$ cat src/rtl/booth_pkg.sv
// rtl/booth_pkg.sv - shared widths, operand pair type and feeder FSM states
package booth_pkg;

  localparam int OP_W   = 8;
  localparam int PROD_W = 16;

  typedef struct packed {
    logic [OP_W-1:0] a;
    logic [OP_W-1:0] b;
  } operand_pair_t;

  typedef enum logic [1:0] {
    IDLE   = 2'd0,
    LAUNCH = 2'd1,
    WAIT   = 2'd2,
    HOLD   = 2'd3
  } feeder_state_e;

endpackage

$ cat src/rtl/booth_op_fifo.sv
// rtl/booth_op_fifo.sv - circular operand FIFO, power-of-two depth, sync active-high reset
module booth_op_fifo
  import booth_pkg::*;
#(
  parameter int DEPTH = 4
) (
  input  logic          clk,
  input  logic          rst_b,
  input  logic          push,
  input  operand_pair_t push_data,
  input  logic          pop,
  output operand_pair_t pop_data,
  output logic          full,
  output logic          empty
);

  localparam int AW = $clog2(DEPTH);

  logic [AW-1:0] wr_ptr_q, wr_ptr_d;
  logic [AW-1:0] rd_ptr_q, rd_ptr_d;
  logic [AW:0]   count_q, count_d;
  operand_pair_t mem_q [DEPTH];
  operand_pair_t mem_d [DEPTH];
  logic          push_en;
  logic          pop_en;

  assign full     = (count_q == (AW+1)'(DEPTH));
  assign empty    = (count_q == '0);
  assign push_en  = push && !full;
  assign pop_en   = pop && !empty;
  assign pop_data = mem_q[rd_ptr_q];

  // Pointers are exactly AW bits wide, so increment overflow is the modulo-DEPTH wrap.
  always_comb begin
    mem_d    = mem_q;
    wr_ptr_d = wr_ptr_q;
    rd_ptr_d = rd_ptr_q;
    count_d  = count_q;
    if (push_en) begin
      mem_d[wr_ptr_q] = push_data;
      wr_ptr_d        = wr_ptr_q + 1'b1;
    end
    if (pop_en) begin
      rd_ptr_d = rd_ptr_q + 1'b1;
    end
    case ({push_en, pop_en})
      2'b10:   count_d = count_q + 1'b1;
      2'b01:   count_d = count_q - 1'b1;
      default: count_d = count_q;
    endcase
  end

  always_ff @(posedge clk) begin
    if (rst_b) begin
      wr_ptr_q <= '0;
      rd_ptr_q <= '0;
      count_q  <= '0;
      for (int i = 0; i < DEPTH; i++) begin
        mem_q[i] <= '0;
      end
    end else begin
      wr_ptr_q <= wr_ptr_d;
      rd_ptr_q <= rd_ptr_d;
      count_q  <= count_d;
      mem_q    <= mem_d;
    end
  end

endmodule

$ cat src/rtl/booth_operand_feeder.sv
// rtl/booth_operand_feeder.sv - queues operand pairs, launches one Booth multiply at a time, holds result
// Optional FEEDER_STATS_EN adds a 16-bit op_count of accepted results.
module booth_operand_feeder
  import booth_pkg::*;
#(
  parameter int DEPTH       = 4,
  parameter int MUL_LATENCY = 10
) (
  input  logic              clk,
  input  logic              rst_b,
  input  logic              in_valid,
  output logic              in_ready,
  input  logic [OP_W-1:0]   in_a,
  input  logic [OP_W-1:0]   in_b,
  output logic              start,
  output logic [PROD_W-1:0] INBUS,
  input  logic [PROD_W-1:0] OUTBUS,
  output logic              res_valid,
  output logic [PROD_W-1:0] res_data,
  input  logic              res_ready,
`ifdef FEEDER_STATS_EN
  output logic [15:0]       op_count,
`endif
  output logic              busy
);

  localparam logic [1:0] S_IDLE   = IDLE;
  localparam logic [1:0] S_LAUNCH = LAUNCH;
  localparam logic [1:0] S_WAIT   = WAIT;
  localparam logic [1:0] S_HOLD   = HOLD;

  localparam int              CNT_W    = $clog2(MUL_LATENCY);
  localparam logic [CNT_W-1:0] CNT_LOAD = CNT_W'(MUL_LATENCY - 1);

  logic [1:0]        state_q, state_d;
  logic              start_q, start_d;
  logic [PROD_W-1:0] inbus_q, inbus_d;
  logic [CNT_W-1:0]  cnt_q, cnt_d;
  logic              res_valid_q, res_valid_d;
  logic [PROD_W-1:0] res_data_q, res_data_d;

  operand_pair_t     fifo_wr_data;
  operand_pair_t     fifo_rd_data;
  logic              fifo_full;
  logic              fifo_empty;
  logic              fifo_push;
  logic              fifo_pop;
  logic              res_hs;

  assign fifo_wr_data = '{a: in_a, b: in_b};
  assign in_ready     = !fifo_full;
  assign fifo_push    = in_valid && in_ready;
  assign res_hs       = res_valid_q && res_ready;

  booth_op_fifo #(
    .DEPTH (DEPTH)
  ) u_fifo (
    .clk       (clk),
    .rst_b     (rst_b),
    .push      (fifo_push),
    .push_data (fifo_wr_data),
    .pop       (fifo_pop),
    .pop_data  (fifo_rd_data),
    .full      (fifo_full),
    .empty     (fifo_empty)
  );

  // INBUS is only loaded on launch, so it stays put through WAIT until the capture.
  always_comb begin
    state_d     = state_q;
    start_d     = start_q;
    inbus_d     = inbus_q;
    cnt_d       = cnt_q;
    res_valid_d = res_valid_q;
    res_data_d  = res_data_q;
    fifo_pop    = 1'b0;
    case (state_q)
      S_IDLE: begin
        if (!fifo_empty) begin
          fifo_pop = 1'b1;
          inbus_d  = fifo_rd_data;
          start_d  = 1'b1;
          state_d  = S_LAUNCH;
        end
      end
      S_LAUNCH: begin
        start_d = 1'b0;
        cnt_d   = CNT_LOAD;
        state_d = S_WAIT;
      end
      S_WAIT: begin
        if (cnt_q == '0) begin
          res_data_d  = OUTBUS;
          res_valid_d = 1'b1;
          state_d     = S_HOLD;
        end else begin
          cnt_d = cnt_q - 1'b1;
        end
      end
      S_HOLD: begin
        if (res_hs) begin
          res_valid_d = 1'b0;
          state_d     = S_IDLE;
        end
      end
      default: state_d = S_IDLE;
    endcase
  end

  always_ff @(posedge clk) begin
    if (rst_b) begin
      state_q     <= S_IDLE;
      start_q     <= 1'b0;
      inbus_q     <= '0;
      cnt_q       <= '0;
      res_valid_q <= 1'b0;
      res_data_q  <= '0;
    end else begin
      state_q     <= state_d;
      start_q     <= start_d;
      inbus_q     <= inbus_d;
      cnt_q       <= cnt_d;
      res_valid_q <= res_valid_d;
      res_data_q  <= res_data_d;
    end
  end

  assign start     = start_q;
  assign INBUS     = inbus_q;
  assign res_valid = res_valid_q;
  assign res_data  = res_data_q;
  assign busy      = (state_q != S_IDLE) || !fifo_empty;

`ifdef FEEDER_STATS_EN
  logic [15:0] op_count_q, op_count_d;

  always_comb begin
    op_count_d = op_count_q;
    if (res_hs) begin
      op_count_d = op_count_q + 16'd1;
    end
  end

  always_ff @(posedge clk) begin
    if (rst_b) begin
      op_count_q <= '0;
    end else begin
      op_count_q <= op_count_d;
    end
  end

  assign op_count = op_count_q;
`endif

endmodule

$ cat config.mk
export PLATFORM = sky130hd
export DESIGN_NAME = booth_operand_feeder
export DESIGN_NICKNAME = d
export VERILOG_FILES = /design/src/rtl/booth_pkg.sv /design/src/rtl/booth_op_fifo.sv /design/src/rtl/booth_operand_feeder.sv
export SDC_FILE = /design/constraint.sdc
export NUM_CORES = 1
export LEC_CHECK = 0
export ABC_AREA = 1
export CAP_MARGIN = 25
export CELL_PAD_IN_SITES_DETAIL_PLACEMENT = 0
export CELL_PAD_IN_SITES_GLOBAL_PLACEMENT = 2
export CORE_MARGIN = 5
export CORE_UTILIZATION = 31
export DETAILED_ROUTE_END_ITERATION = 8
export MAX_ROUTING_LAYER = met4
export PLACE_DENSITY = 0.83
export SETUP_SLACK_MARGIN = 0.05
export SYNTH_ARGS = -nofsm -noshare
export SYNTH_HDL_FRONTEND = slang
export SYNTH_HIERARCHICAL = 1
export SYNTH_SLANG_ARGS = --single-unit
export TNS_END_PERCENT = 10
$ cat constraint.sdc
create_clock -name clk -period 2.8 [get_ports clk]
set_clock_uncertainty 0.15 [all_clocks]
set_input_delay 0.56 -clock clk [delete_from_list [all_inputs] [get_ports clk]]
set_output_delay 0.56 -clock clk [all_outputs]
set_load 0.005 [all_outputs]
## Word-level counts from Yosys, hierarchy flattened

Cells that the tools add are included.

- Flip-flop bits (word level): 111
- Latch bits: 0
- Memory bits (writable): 0
- ROM bits: 0
- Input bits: 36
- Output and inout bits: 36
- Logic and storage cells: 80
- Memories kept: 0

- $add $sub $neg: 5
- Multiply operators: 0
- Div/mod/pow operators: 0
- Order comparisons: 3
- Eq/ne operators: 10
- Shift-type cells: 0
- Muxes and demuxes: 20
- Bitwise operators: 3
- Reductions and logical operators: 22

Operator list:

| operator | number |
|---|---|
| 64-bit bitwise mux | 1 |
| 16-bit two-way mux | 3 |
| 16-bit binary-select mux with 2-bit select | 1 |
| 16-bit demux with 2-bit select | 1 |
| 2-bit nonzero test | 5 |
| 2-bit != test (second input constant) | 4 |
| 2-bit one-hot mux with 4 select lines | 1 |
| 4-bit one-hot mux with 2 select lines | 1 |
| 2-bit AND reduction | 4 |
| 2-bit equality test (second input constant) | 3 |
| 3-bit greater-or-equal comparator (second input constant) | 2 |
| 2-bit two-way mux | 3 |
| 2-bit NOT with 3-bit output | 2 |
| 3-bit one-hot mux with 2 select lines | 1 |
| 3-bit AND reduction | 2 |
| 1-bit logical AND | 5 |
| 1-bit two-way mux | 5 |
| 2-bit by 1-bit adder with 2-bit output (second input constant) | 2 |
| 2-bit by 1-bit equality test with 1-bit output (second input constant) | 2 |
| 4-bit logical NOT | 1 |
| 4-bit two-way mux | 1 |
| 1-bit one-hot mux with 2 select lines | 2 |
| 4-bit by 1-bit subtractor with 4-bit output (second input constant) | 1 |
| 3-bit by 1-bit adder with 3-bit output (second input constant) | 1 |
| other kinds (8) | 9 |

## Logic depth before layout (Yosys ltp)

- Word-level depth: 6
- Gate-level depth with buffers: 18
- Gate-level depth less buffers: 15

## Hierarchy

The synthesis kept the hierarchy.

Modules (own cells, without submodules):

| module | times used | cells an instance | area an instance (um^2) | sequential area each (um^2) |
|---|---|---|---|---|
| booth_op_fifo | 1 | 650 | 4090.2 | 1421.4 |
| booth_operand_feeder | 1 | 210 | 1667.8 | 800.8 |

## Least setup slack after synthesis

No wires, ideal clock.

- Kind: reg2reg
- Start point: register u_fifo.count_q[0]
- End point: register u_fifo.count_q[2]
- Setup time: 0.113 ns
- Data arrival time: 2.252 ns
- Required time: 2.537 ns
- Slack: 0.285 ns
- Stages on the path, launching flop included: 19
- Path buffers: 4
- Clock period less this slack: 2.515 ns
- Path through: dfxtp_1 nor2_4 nand2_8 buf_6 buf_6 inv_1 nor2_1 buf_4 buf_4 nand2_1 ha_1 inv_1 fa_1 inv_1 nand2_1 nand3_1 nand2_1 nand2_1 nor2_1

- Cells in the longest elaborated chain, start to end: 6
- Elaborated cells between the ends (all ways): 15
- Those cells by class: add/sub: 2; eq/ne: 3; mux: 3; reduce/logical: 7

Ends and longest elaborated chain:

| what | RTL line | text |
|---|---|---|
| start, declared | booth_op_fifo.sv:21 | `logic [AW:0] count_q, count_d;` |
| start signal, assigned | booth_op_fifo.sv:64 | `count_q <= count_d;` |
| 3-bit equality test (*) | booth_op_fifo.sv:27 | `assign full = (count_q == (AW+1)'(DEPTH));` |
| named net fifo_full | booth_operand_feeder.sv:44 | `logic fifo_full;` |
| 1-bit logical NOT (*) | booth_operand_feeder.sv:51 | `assign in_ready = !fifo_full;` |
| 1-bit logical AND (*) | booth_operand_feeder.sv:52 | `assign fifo_push = in_valid && in_ready;` |
| named net fifo_push | booth_operand_feeder.sv:46 | `logic fifo_push;` |
| 1-bit logical AND (*) | booth_op_fifo.sv:29 | `assign push_en = push && !full;` |
| 2-bit by 1-bit equality test with 1-bit output / 2-bit equality test (equally long branches) | booth_op_fifo.sv:46 | `case ({push_en, pop_en})` |
| 3-bit one-hot mux with 2 select lines / 2-bit nonzero test (equally long branches) | - |  |

The timed path passes the listed nets; every way through them passes the cells marked *.
A chain may end at the register's enable or synchronous reset.

## Worst setup path after layout

- Start point: register u_fifo.count_q[2]
- End point: output busy

- Cells in the longest elaborated chain, start to end: 3

Ends and longest elaborated chain:

| what | RTL line | text |
|---|---|---|
| 3-bit logical NOT | booth_op_fifo.sv:28 | `assign empty = (count_q == '0);` |
| named net fifo_empty | booth_operand_feeder.sv:45 | `logic fifo_empty;` |
| 1-bit logical NOT | booth_operand_feeder.sv:132 | `assign busy = (state_q != S_IDLE) \|\| !fifo_empty;` |
| 1-bit logical OR | booth_operand_feeder.sv:132 |  |
| end, declared | booth_operand_feeder.sv:24 | `output logic busy` |

The timed path passes the listed nets, and every way through them passes these cells.

==> key figures <==
Final layout
  • Final Util: 38.29%
  • Multi-input logic area: 0.002595 mm^2
  • Fillers: around 1900
  • Share of cells above drive strength 1: 7.379%
  • # diodes: 0
  • Fin area: roughly 0.007 mm^2
  • Nets: between 900 and 1000
  • Area Overhead vs Synth: 20.66%
  • Reg area: 0.002222 mm^2

Yosys
  • Gate Count Post-Synth: 860
  • FF+latch count, synth: ~110
  • Synth area leader: dfxtp_1
  • Cell Area, Synth: 0.005758 mm^2
  • YS warnings: 6
  • Register area share after synthesis: 38.59%
  • Syn avg cell area: around 6.7 um^2
  • Synth area leaders: dfxtp_1 39%, nand2_1 11%, inv_1 11%
  • Unique masters post-synth: 32
  • Syn nets: roughly 900
  • Post-synth top area share: between 30% and 40%

Floorplan
  • Core Box Area: roughly 0.018 mm^2
  • Ports: 72
  • Chip height: roughly 150 um
  • Die area: between 0.02 and 0.025 mm^2
  • Die Wd: 146.3 um
  • Initial Utilization: 31.73%
  • Row count: slightly below 50

Global route
  • Vias in the first global route: 4817
  • Initial antenna violation count: 0
  • First-pass GRT wire length: 26.41 mm
  • GRT Residual Overflow: 0
  • Total track usage: between 15 and 20%
  • Largest net degree at the start of global routing: 71

Placed design
  • HPWL Detailed: 10.56 mm
  • Gpl congestion: 0.7330
  • Placed cell areas: 0.006626 mm^2
  • Input/output buffers: roughly 70

Power and ir drop
  • Pwr dens: approximately 900 mW/mm^2
  • Cell leakage power: around 0.0032 uW
  • IR drop worst, VDD: 305.5 uV

Routing
  • Final wirelength: roughly 16 mm
  • Initial drt markers: 334
  • 1st-pass router iterations: 4
  • Remaining antenna violation count: 0
  • Vias/cell: 4.471
  • Wirelength per Cell: 14.24 um
  • Total number of vias: 5083
  • Remaining DRCs: 0

Critical path
  • Crit Path Class: reg -> out
  • Crit path required time: 2.09 ns
  • R2r worst-path depth: 15
  • Critical Path Slowest Stage Cell: clkdlybuf4s50_1
  • CP Cell Sequence: inv_1, nand2_1, inv_1, nand2_1, clkdlybuf4s50_1
  • CP peak stage delay: 0.55 ns
  • Worst EP arrival: between 1.5 and 2 ns
  • Critical Path Source Type: flop
  • Max FO, Critical Path: 4
  • Setup crit end kind: primary output

STA
  • Slew @ Worst Pin: 0.6633 ns
  • Fin. Hold Viols: 0
  • Fmax: 387.6 MHz
  • Final setup vio count: 0
  • RSZ-0062 raised after global routing: no
  • Minimum clock period: 2.580 ns
  • Setup TNS: 0 ns
  • Max Slew Vio Count: 0
  • Slew headroom: a little under three fifths
  • Fin crit share: between 90 and 100%

Clocking
  • Bufs on Longest Clock Path: 2
  • Post-CTS repair timing setup buffer count: 0
  • Hold-fix buffers, CTS: 0
  • CTS Sinks: 111
  • CTS tree: yes
  • Clk_lat worst skew: 0.35 ns
  • Reg clk slew, reported paths: 0.07 ns
  • TritonCTS Buffers: 9
  • Resized cells post-CTS: 0
  • H-tree depth: 3
  • Root Buffer: clkbuf_16

Status
  • Status: finished, final reports clean

Worst hold path
  • Hold Crit Class: reg -> reg
  • Hold path depth: 2

Flow run
  • Max-cap violations: 0
-- worst max-delay path, delay by kind of cell, from the launching register on --
| family | cells | cell delay, ns |
|---|---|---|
| simple gates | 2 | 0.34 |
| buf+inv | 3 | 0.74 |
| flops | 1 | 0.44 |
-- cells in the mapped netlist --
cell type    n
nand2_1    172
inv_1      170
nor2_1     120
dfxtp_1    111
nand4_1     65
o21ai_0     53
a21oi_1     28
buf_2       26
nand3_1     21
nor2_2      17
o22ai_1     16
ha_1        11
clkbuf_1    10
buf_1        9
nand3_4      5
buf_4        4
buf_6        3
nor2_4       3
inv_2        2
nand2_2      2
a21oi_2      1
buf_8        1
clkbuf_8     1
fa_1         1
inv_6        1
nand2_4      1
nand2_8      1
nand3_2      1
o21ai_1      1
or2_1        1
or2_2        1
xor2_1       1
-- state kept, by name, summed over array words and instances (netlist names) --
name	cells
res_data	16
u_fifo/rd_ptr_q	2
u_fifo/mem_q	64
u_fifo/wr_ptr_q	2
start	1
res_valid	1
INBUS	16
cnt_q	4
u_fifo/count_q	3
state_q	2
-- metrics by stage --
step	hold slack, ns	power (uW)	cells	setup slack [ns]
4_1_cts	0.3165	6442	1137	0.1759
6_report	0.3140	6340	1137	0.2202
3_5_place_dp	0.3049	5009	1122	0.3805
3_3_place_gp	0.3024	5012	1122	0.3782
5_1_grt	0.3316	6883	1137	0.1124
2_1_floorplan	0.3100	4045	860	0.2847
-- cells by family (layout without fill, tap and decap cells) --
| logic type | count (synthesis) | count (layout) | synth area share, % |
|---|---|---|---|
| compound gates | 99 | 99 | 9.018 |
| simple gates | 410 | 410 | 33.03 |
| buf+inv | 227 | 275 | 16.47 |
| flops | 111 | 111 | 38.59 |
| xor+xnor | 1 | 1 | 0.1521 |
| fa+ha+maj | 12 | 12 | 2.738 |
-- final cells by class --
cell class,instances,share of cell area [%]
multi-input combinational,522,37.35
clock buffer,10,3.440
tap,229,4.124
clock inverter,5,1.189
inverter,173,9.418
timing repair buffer,87,12.50
sequential,111,31.98
-- path summary, 6_finish.rpt --
kind	end	startpoint	slack [ns]
setup / recovery	busy	u_fifo/count_q[2]$_SDFFE_PP0P_	0.22
setup reg to reg	u_fifo/count_q[2]$_SDFFE_PP0P_	state_q[0]$_SDFFE_PP0P_	0.54
hold / removal	res_data[2]$_SDFFE_PP0P_	res_data[2]$_SDFFE_PP0P_	0.31
hold reg to reg	res_data[2]$_SDFFE_PP0P_	res_data[2]$_SDFFE_PP0P_	0.31
-- where the power goes --
group,switching [uW],internal (uW)
registers,205,1940
clock network,596,806
logic,1720,1070
total,2520,3820
-- layer usage --
metal | vias to the layer above | wire, um | share of wire, % | track usage (%)
met4 | 0 | 204 | 1.3 | 4.657
met2 | 89 | 7065 | 44 | 23.87
met5 | - | 0 | 0 | -
met1 | 2230 | 8340 | 52 | 21.75
met3 | 14 | 580 | 3.6 | 2.138
li1 | 2750 | - | - | -
-- cells in the final DEF, fill, tap and decap left out, types with 3 or more instances in the layout --
cell,Yosys,final
nand3_4,5,5
nand2_1,172,172
nor2_2,17,17
buf_4,4,13
clkbuf_16,0,9
o22ai_1,16,16
buf_12,0,3
nor2_4,3,4
a21oi_1,28,28
nor2_1,120,119
o21ai_0,53,53
ha_1,11,11
clkdlybuf4s50_1,0,71
dfxtp_1,111,111
nand3_1,21,21
nand4_1,65,65
inv_1,170,170
Power figures use the tool's default switching activity.
